==> src/rtl/inbuf_frame_ctrl.sv <==
// Frame sequencer and port arbiter for the shared input pixel BRAM.
// Optional watchdog: define INBUF_WATCHDOG_EN to build the RUN-state timeout.
module inbuf_frame_ctrl #(
  parameter int DATA_W  = 24,
  parameter int ADDR_W  = 17,
  parameter int DEPTH   = 130560,
  parameter int WIN_CNT = 129060,
  parameter int TIMEOUT = 4096
) (
  input  logic              iClk,
  input  logic              iRst,
  input  logic              iStart,
  input  logic              iWrValid,
  input  logic [DATA_W-1:0] iWrData,
  output logic              oWrReady,
  input  logic              iTickEn,
  output logic              oWinEn,
  output logic              oWinClr,
  input  logic              iRdCs,
  input  logic [ADDR_W-1:0] iRdAddr,
  input  logic              iWinValid,
  output logic              oBramEn,
  output logic              oBramWe,
  output logic [ADDR_W-1:0] oBramAddr,
  output logic [DATA_W-1:0] oBramDin,
  output logic              oBusy,
  output logic              oFrameDone,
  output logic              oErr,
  output logic [1:0]        oState
);

  localparam int PtrW = $clog2(DEPTH + 1);
  localparam int CntW = $clog2(WIN_CNT + 1);

  typedef enum logic [1:0] {
    Idle = 2'd0,
    Load = 2'd1,
    Run  = 2'd2
  } state_t;

  state_t          state;
  logic [PtrW-1:0] wrPtr;
  logic [CntW-1:0] winCnt;
  logic            frameDone;
  logic            winClr;
  logic            err;

  logic            inLoad;
  logic            inRun;
  logic            wrXfer;
  logic            lastPix;
  logic            lastWin;
  logic            wdTrip;

  assign inLoad  = (state == Load);
  assign inRun   = (state == Run);
  assign wrXfer  = inLoad & iWrValid;
  assign lastPix = wrXfer & (wrPtr == PtrW'(DEPTH - 1));
  assign lastWin = inRun & iWinValid
                 & (winCnt == CntW'(WIN_CNT - 1));

`ifdef INBUF_WATCHDOG_EN
  localparam int WdW = $clog2(TIMEOUT + 1);

  logic [WdW-1:0] wdCnt;

  assign wdTrip = inRun & ~iWinValid
                & (wdCnt == WdW'(TIMEOUT - 1));

  // Idle-cycle counter, live only in RUN, reset by window progress
  always_ff @(posedge iClk or negedge iRst) begin
    if (!iRst) begin
      wdCnt <= '0;
    end else if (!inRun || iWinValid) begin
      wdCnt <= '0;
    end else begin
      wdCnt <= wdCnt + 1'b1;
    end
  end
`else
  // Never trips: RUN waits indefinitely for the window stream
  assign wdTrip = (TIMEOUT < 0);
`endif

  // Frame state machine with pointer, window count and status pulses
  always_ff @(posedge iClk or negedge iRst) begin
    if (!iRst) begin
      state     <= Idle;
      wrPtr     <= '0;
      winCnt    <= '0;
      frameDone <= 1'b0;
      winClr    <= 1'b0;
      err       <= 1'b0;
    end else begin
      frameDone <= 1'b0;
      winClr    <= 1'b0;
      case (state)
        Idle: begin
          if (iStart) begin
            state  <= Load;
            wrPtr  <= '0;
            winCnt <= '0;
            err    <= 1'b0;
          end
        end
        Load: begin
          if (wrXfer) begin
            wrPtr <= wrPtr + 1'b1;
          end
          if (lastPix) begin
            state  <= Run;
            winClr <= 1'b1;
            winCnt <= '0;
          end
        end
        Run: begin
          if (wdTrip) begin
            state  <= Idle;
            winCnt <= '0;
            err    <= 1'b1;
          end else if (lastWin) begin
            state     <= Idle;
            winCnt    <= '0;
            frameDone <= 1'b1;
          end else if (iWinValid) begin
            winCnt <= winCnt + 1'b1;
          end
        end
        default: begin
          state <= Idle;
        end
      endcase
    end
  end

  // Port mux and window enable decoded from the registered state
  always_comb begin
    oWrReady  = 1'b0;
    oWinEn    = 1'b0;
    oBramEn   = 1'b0;
    oBramWe   = 1'b0;
    oBramAddr = '0;
    oBramDin  = '0;
    case (state)
      Load: begin
        oWrReady  = 1'b1;
        oBramEn   = iWrValid;
        oBramWe   = 1'b1;
        oBramAddr = ADDR_W'(wrPtr);
        oBramDin  = iWrData;
      end
      Run: begin
        oWinEn    = iTickEn & ~winClr;
        oBramEn   = iRdCs;
        oBramAddr = iRdAddr;
      end
      default: begin
        oWrReady = 1'b0;
      end
    endcase
  end

  assign oWinClr    = winClr;
  assign oFrameDone = frameDone;
  assign oErr       = err;
  assign oState     = state;
  assign oBusy      = (state != Idle);

endmodule

==> config.mk <==
export PLATFORM = sky130hd
export DESIGN_NAME = inbuf_frame_ctrl
export DESIGN_NICKNAME = d
export VERILOG_FILES = /design/src/rtl/inbuf_frame_ctrl.sv
export SDC_FILE = /design/constraint.sdc
export NUM_CORES = 1
export LEC_CHECK = 0
export BUFFER_PORTS_ARGS = -buffer_cell sky130_fd_sc_hd__buf_2
export CORE_ASPECT_RATIO = 1.25
export CORE_MARGIN = 2
export CORE_UTILIZATION = 45
export DETAILED_ROUTE_END_ITERATION = 6
export PLACE_DENSITY = 0.78
export SKIP_CTS_REPAIR_TIMING = 1
export SLEW_MARGIN = 20
export SYNTH_ARGS = -nofsm -noshare
export SYNTH_HDL_FRONTEND = slang
export SYNTH_SLANG_ARGS = --single-unit
==> constraint.sdc <==
create_clock -name iClk -period 2.3 [get_ports iClk]
set_input_delay 0.115 -clock iClk [delete_from_list [all_inputs] [get_ports iClk]]
set_output_delay 0.115 -clock iClk [all_outputs]
set_load 0.02 [all_outputs]
==> impl_metrics.tcl <==
set metrics [dict create \
    synthDominantAreaCellType "dfrtp_1" \
    worst_path_largest_cell_delay_ns 0.44 \
    hold_viol_final 0 \
    grtUsageTotal_pct 22.8 \
    synth_async_sr_flop_share_pct 100 \
    post-place-ws_ns 0.0812 \
    drt-pass1-iter-count 4 \
    cp.arrival_ns 2.37 \
    r2r_setup_slack_ns 0.11 \
    area.sequential_sq_um 953 \
    floorplan.initialDensity_pct 47.0 \
    synth_top_cells_by_area "dfrtp_1, nor2b_1, and2_1, a22oi_1, ha_1" \
    post-place-cells 482 \
    critical_path.cell_chain "inv_2, ha_4, nand2_2, or3_4, o31a_4, nor3_4, mux2_4" \
    boundaryPins 99 \
    post-route-worst-setup-slack_ns 0.112 \
    timing.hold.ws_ns 0.180 \
    antenna_violations_before_repair 0 \
    multi_input_area_sq_um 1710 \
    power_leakage_nw 1.67 \
    route.detailed.drc 0 \
    synthDominantCellAreaShare_pct 34.8 \
    reg2reg_depth 7 \
    grt-busiest-layer "met2" \
    setup.worst_path.end_class "register" \
    cts-buffers-inserted 5 \
    tightest_slew_ns 0.871 \
    synth_enable_flop_cells 0 \
    clk_transition_reported_paths_ns 0.08 \
    finalSetupViolCount 0 \
    synthesis.yosys.warnings 0 \
    slew_headroom_pct 41.9 \
    num_antenna_cells 0 \
    period_needed_ns 2.19 \
    setup.worst_path.start_class "register" \
    critical_path_fanout_max 6 \
    most_used_standard_cells_in_the_synthesized_netlist "dfrtp_1, nor2b_1, and2_1, nor2_1, a22oi_1" \
    netlist_area_sq_um 2740 \
    floorplan.die_area_sq_um 6720 \
    synthesis.instances 315 \
    num_rows 31 \
    worstPathBufferInverterCount 1 \
    fmax_ghz 0.457 \
    timing.final.crit_share_pct 95.1 \
    hold_path.startpoint "iWinValid" \
    wl_final_um 7570 \
    worst_setup_sp "oState[1]$_DFFE_PN0P_" \
    postSynthAreaPerCell_sq_um 8.68 \
    critical_path_class "register to register" \
    synthesis.nets 371 \
    grt_util_met1_pct 27.5 \
    grt.overflow.total 0 \
    maximum_number_of_pins_on_one_net_before_global_route_repair 54 \
    vias_per_cell 5.67 \
    globalplace.congestion 0.856 \
    number_of_global_route_vias_before_repair 2660 \
    p_per_area_nw_per_um2 1000 \
    non_filler_cells_final 492 \
    number_of_port_buffers 97 \
    synth_cell_type_count 47 \
    yosys_most_used_dff "dfrtp_1" \
    route.antenna.remaining_nets 0 \
    cts_sinks 38 \
    maxCapViolations 0 \
    timing.critical_path.max_delay_family "simple AND/OR/NAND/NOR gates" \
    detailedPlacementHpwl_um 5600 \
    clk-insertion-delay-late_ns 0.30 \
    r2r_start "oState[1]$_DFFE_PN0P_" \
    fillers 506 \
    avgRoutedWirePerCell_um 15.4 \
    cts_tree "done" \
    worstReg2RegEnd "oState[0]$_DFFE_PN0P_" \
    post_route_cells_drive_above_1_share_pct 35.2 \
    clk_path_buf_depth 2 \
    wire_length_of_the_first_global_routing_pass_um 12300 \
    hold_path_end "oFrameDone$_DFF_PN0_" \
    critical_path_slowest_stage_cell "dfrtp_2" \
    syn2layout_area_growth_pct 32.1 \
    hold_depth 3 \
    design.core.area_sq_um 5820 \
    synth.most_common_cell "dfrtp_1" \
    timing.critical_path.required_ns 2.48 \
    iteration_0_drc_count_of_the_detailed_router 154 \
    yosys_register_bits 38 \
    slew_viol_final 0 \
    globalRouteMet3Util_pct 4.55 \
    worst_clock_skew_ns 0.00782 \
    cts_htree_levels 2 \
    worst_hold_path_type "input port to register" \
    synth-seq-area-share_pct 34.8 \
    design.final.nets 481 \
    vias 2789 \
    floorplan.die.height_um 91.2 \
    use_met2_pct 40.1 \
    totalPowerFinal_mw 3.62 \
    clock_tree.root_cell "clkbuf_8" \
    result_of_the_run "complete, no violations" \
    die_w_um 73.7 \
    vdd.ir_drop.worst_uv 485 \
]
-- power by group --
part / internal [mW] / leakage [nW] / switching, mW
combinational: 0.875 / 1.08 / 1.28
clock: 0.435 / 0.0683 / 0.263
sequential: 0.716 / 0.523 / 0.0540
-- worst reg2reg max path: stages, from the launching register on --
cell and delay, ns:
dfrtp_2 0.44, inv_2 0.11, ha_4 0.16, nand2_2 0.05
or3_4 0.36, o31a_4 0.39, nor3_4 0.24, mux2_4 0.32
-- layer usage --
layer  vias up  share of wire (%)
met5         -                  0
met4         0                1.3
met3        10                4.0
met2        73                 54
met1      1335                 41
li1       1371                  -
-- cell families after synthesis --
group           Yosys count  share of synthesized area, %
compound gates           73                          20.1
xor+xnor                  8                          2.56
fa+ha+maj                 8                          3.66
buf+inv                  29                          4.89
flops                    38                          34.8
mux                       5                          2.01
other cells               1                         0.137
simple gates            153                          31.9
-- state kept, by name, indices dropped and copies added, names as in the netlist --
name / flops
winCnt: 17
wrPtr: 17
oFrameDone: 1
oState: 2
oWinClr: 1
-- final cells by class --
class,instances,area share [%]
Clock inverter,3,1.91
Timing Repair Buffer,121,18.9
Sequential cell,38,26.4
Tap cell,66,2.29
Multi-Input combinational cell,248,47.4
Clock buffer,5,1.91
Inverter,11,1.14
-- through the flow --
step | setup TNS [ns] | util (%) | area [sq um]
4_1_cts | 0 | 61.4 | 3570
5_1_grt | -0.000410 | 62.1 | 3610
2_1_floorplan | -0.0947 | - | 2780
3_3_place_gp | 0 | 59.0 | 3430
6_report | 0 | 62.1 | 3610
3_5_place_dp | 0 | 59.0 | 3430
-- cell usage in the layout (no fill, tap or decap), types with 2 or more instances in the layout --
cell type / count
a211oi_1: 6
a21oi_1: 8
a22o_1: 7
a22o_2: 3
a22oi_1: 18
and2_1: 24
and3_1: 2
buf_2: 97
buf_4: 21
bufinv_16: 2
clkbuf_8: 5
dfrtp_1: 36
dfrtp_2: 2
ha_1: 7
inv_1: 10
mux2_2: 2
mux2_4: 2
nand2_1: 16
nand3_1: 12
nand4_1: 11
nand4b_1: 3
nor2_1: 19
nor2b_1: 26
nor3_1: 11
nor3_4: 2
nor4_1: 8
o211ai_1: 9
o21ai_0: 10
o2bb2ai_1: 4
or3_1: 9
xnor2_1: 7
-- how the worst max path moves through the flow --
stage	to	slack, ns	cells past startpoint
finish	oState[0]$_DFFE_PN0P_	0.11	7
global route	winCnt[3]$_DFFE_PN0P_	-0.0004	9
CTS	oState[0]$_DFFE_PN0P_	0.07	7
detailed placement	oState[1]$_DFFE_PN0P_	0.08	7
global placement	oState[1]$_DFFE_PN0P_	0.14	7
floorplan	oState[0]$_DFFE_PN0P_	-0.05	8
(Power assumes the default switching activity.)
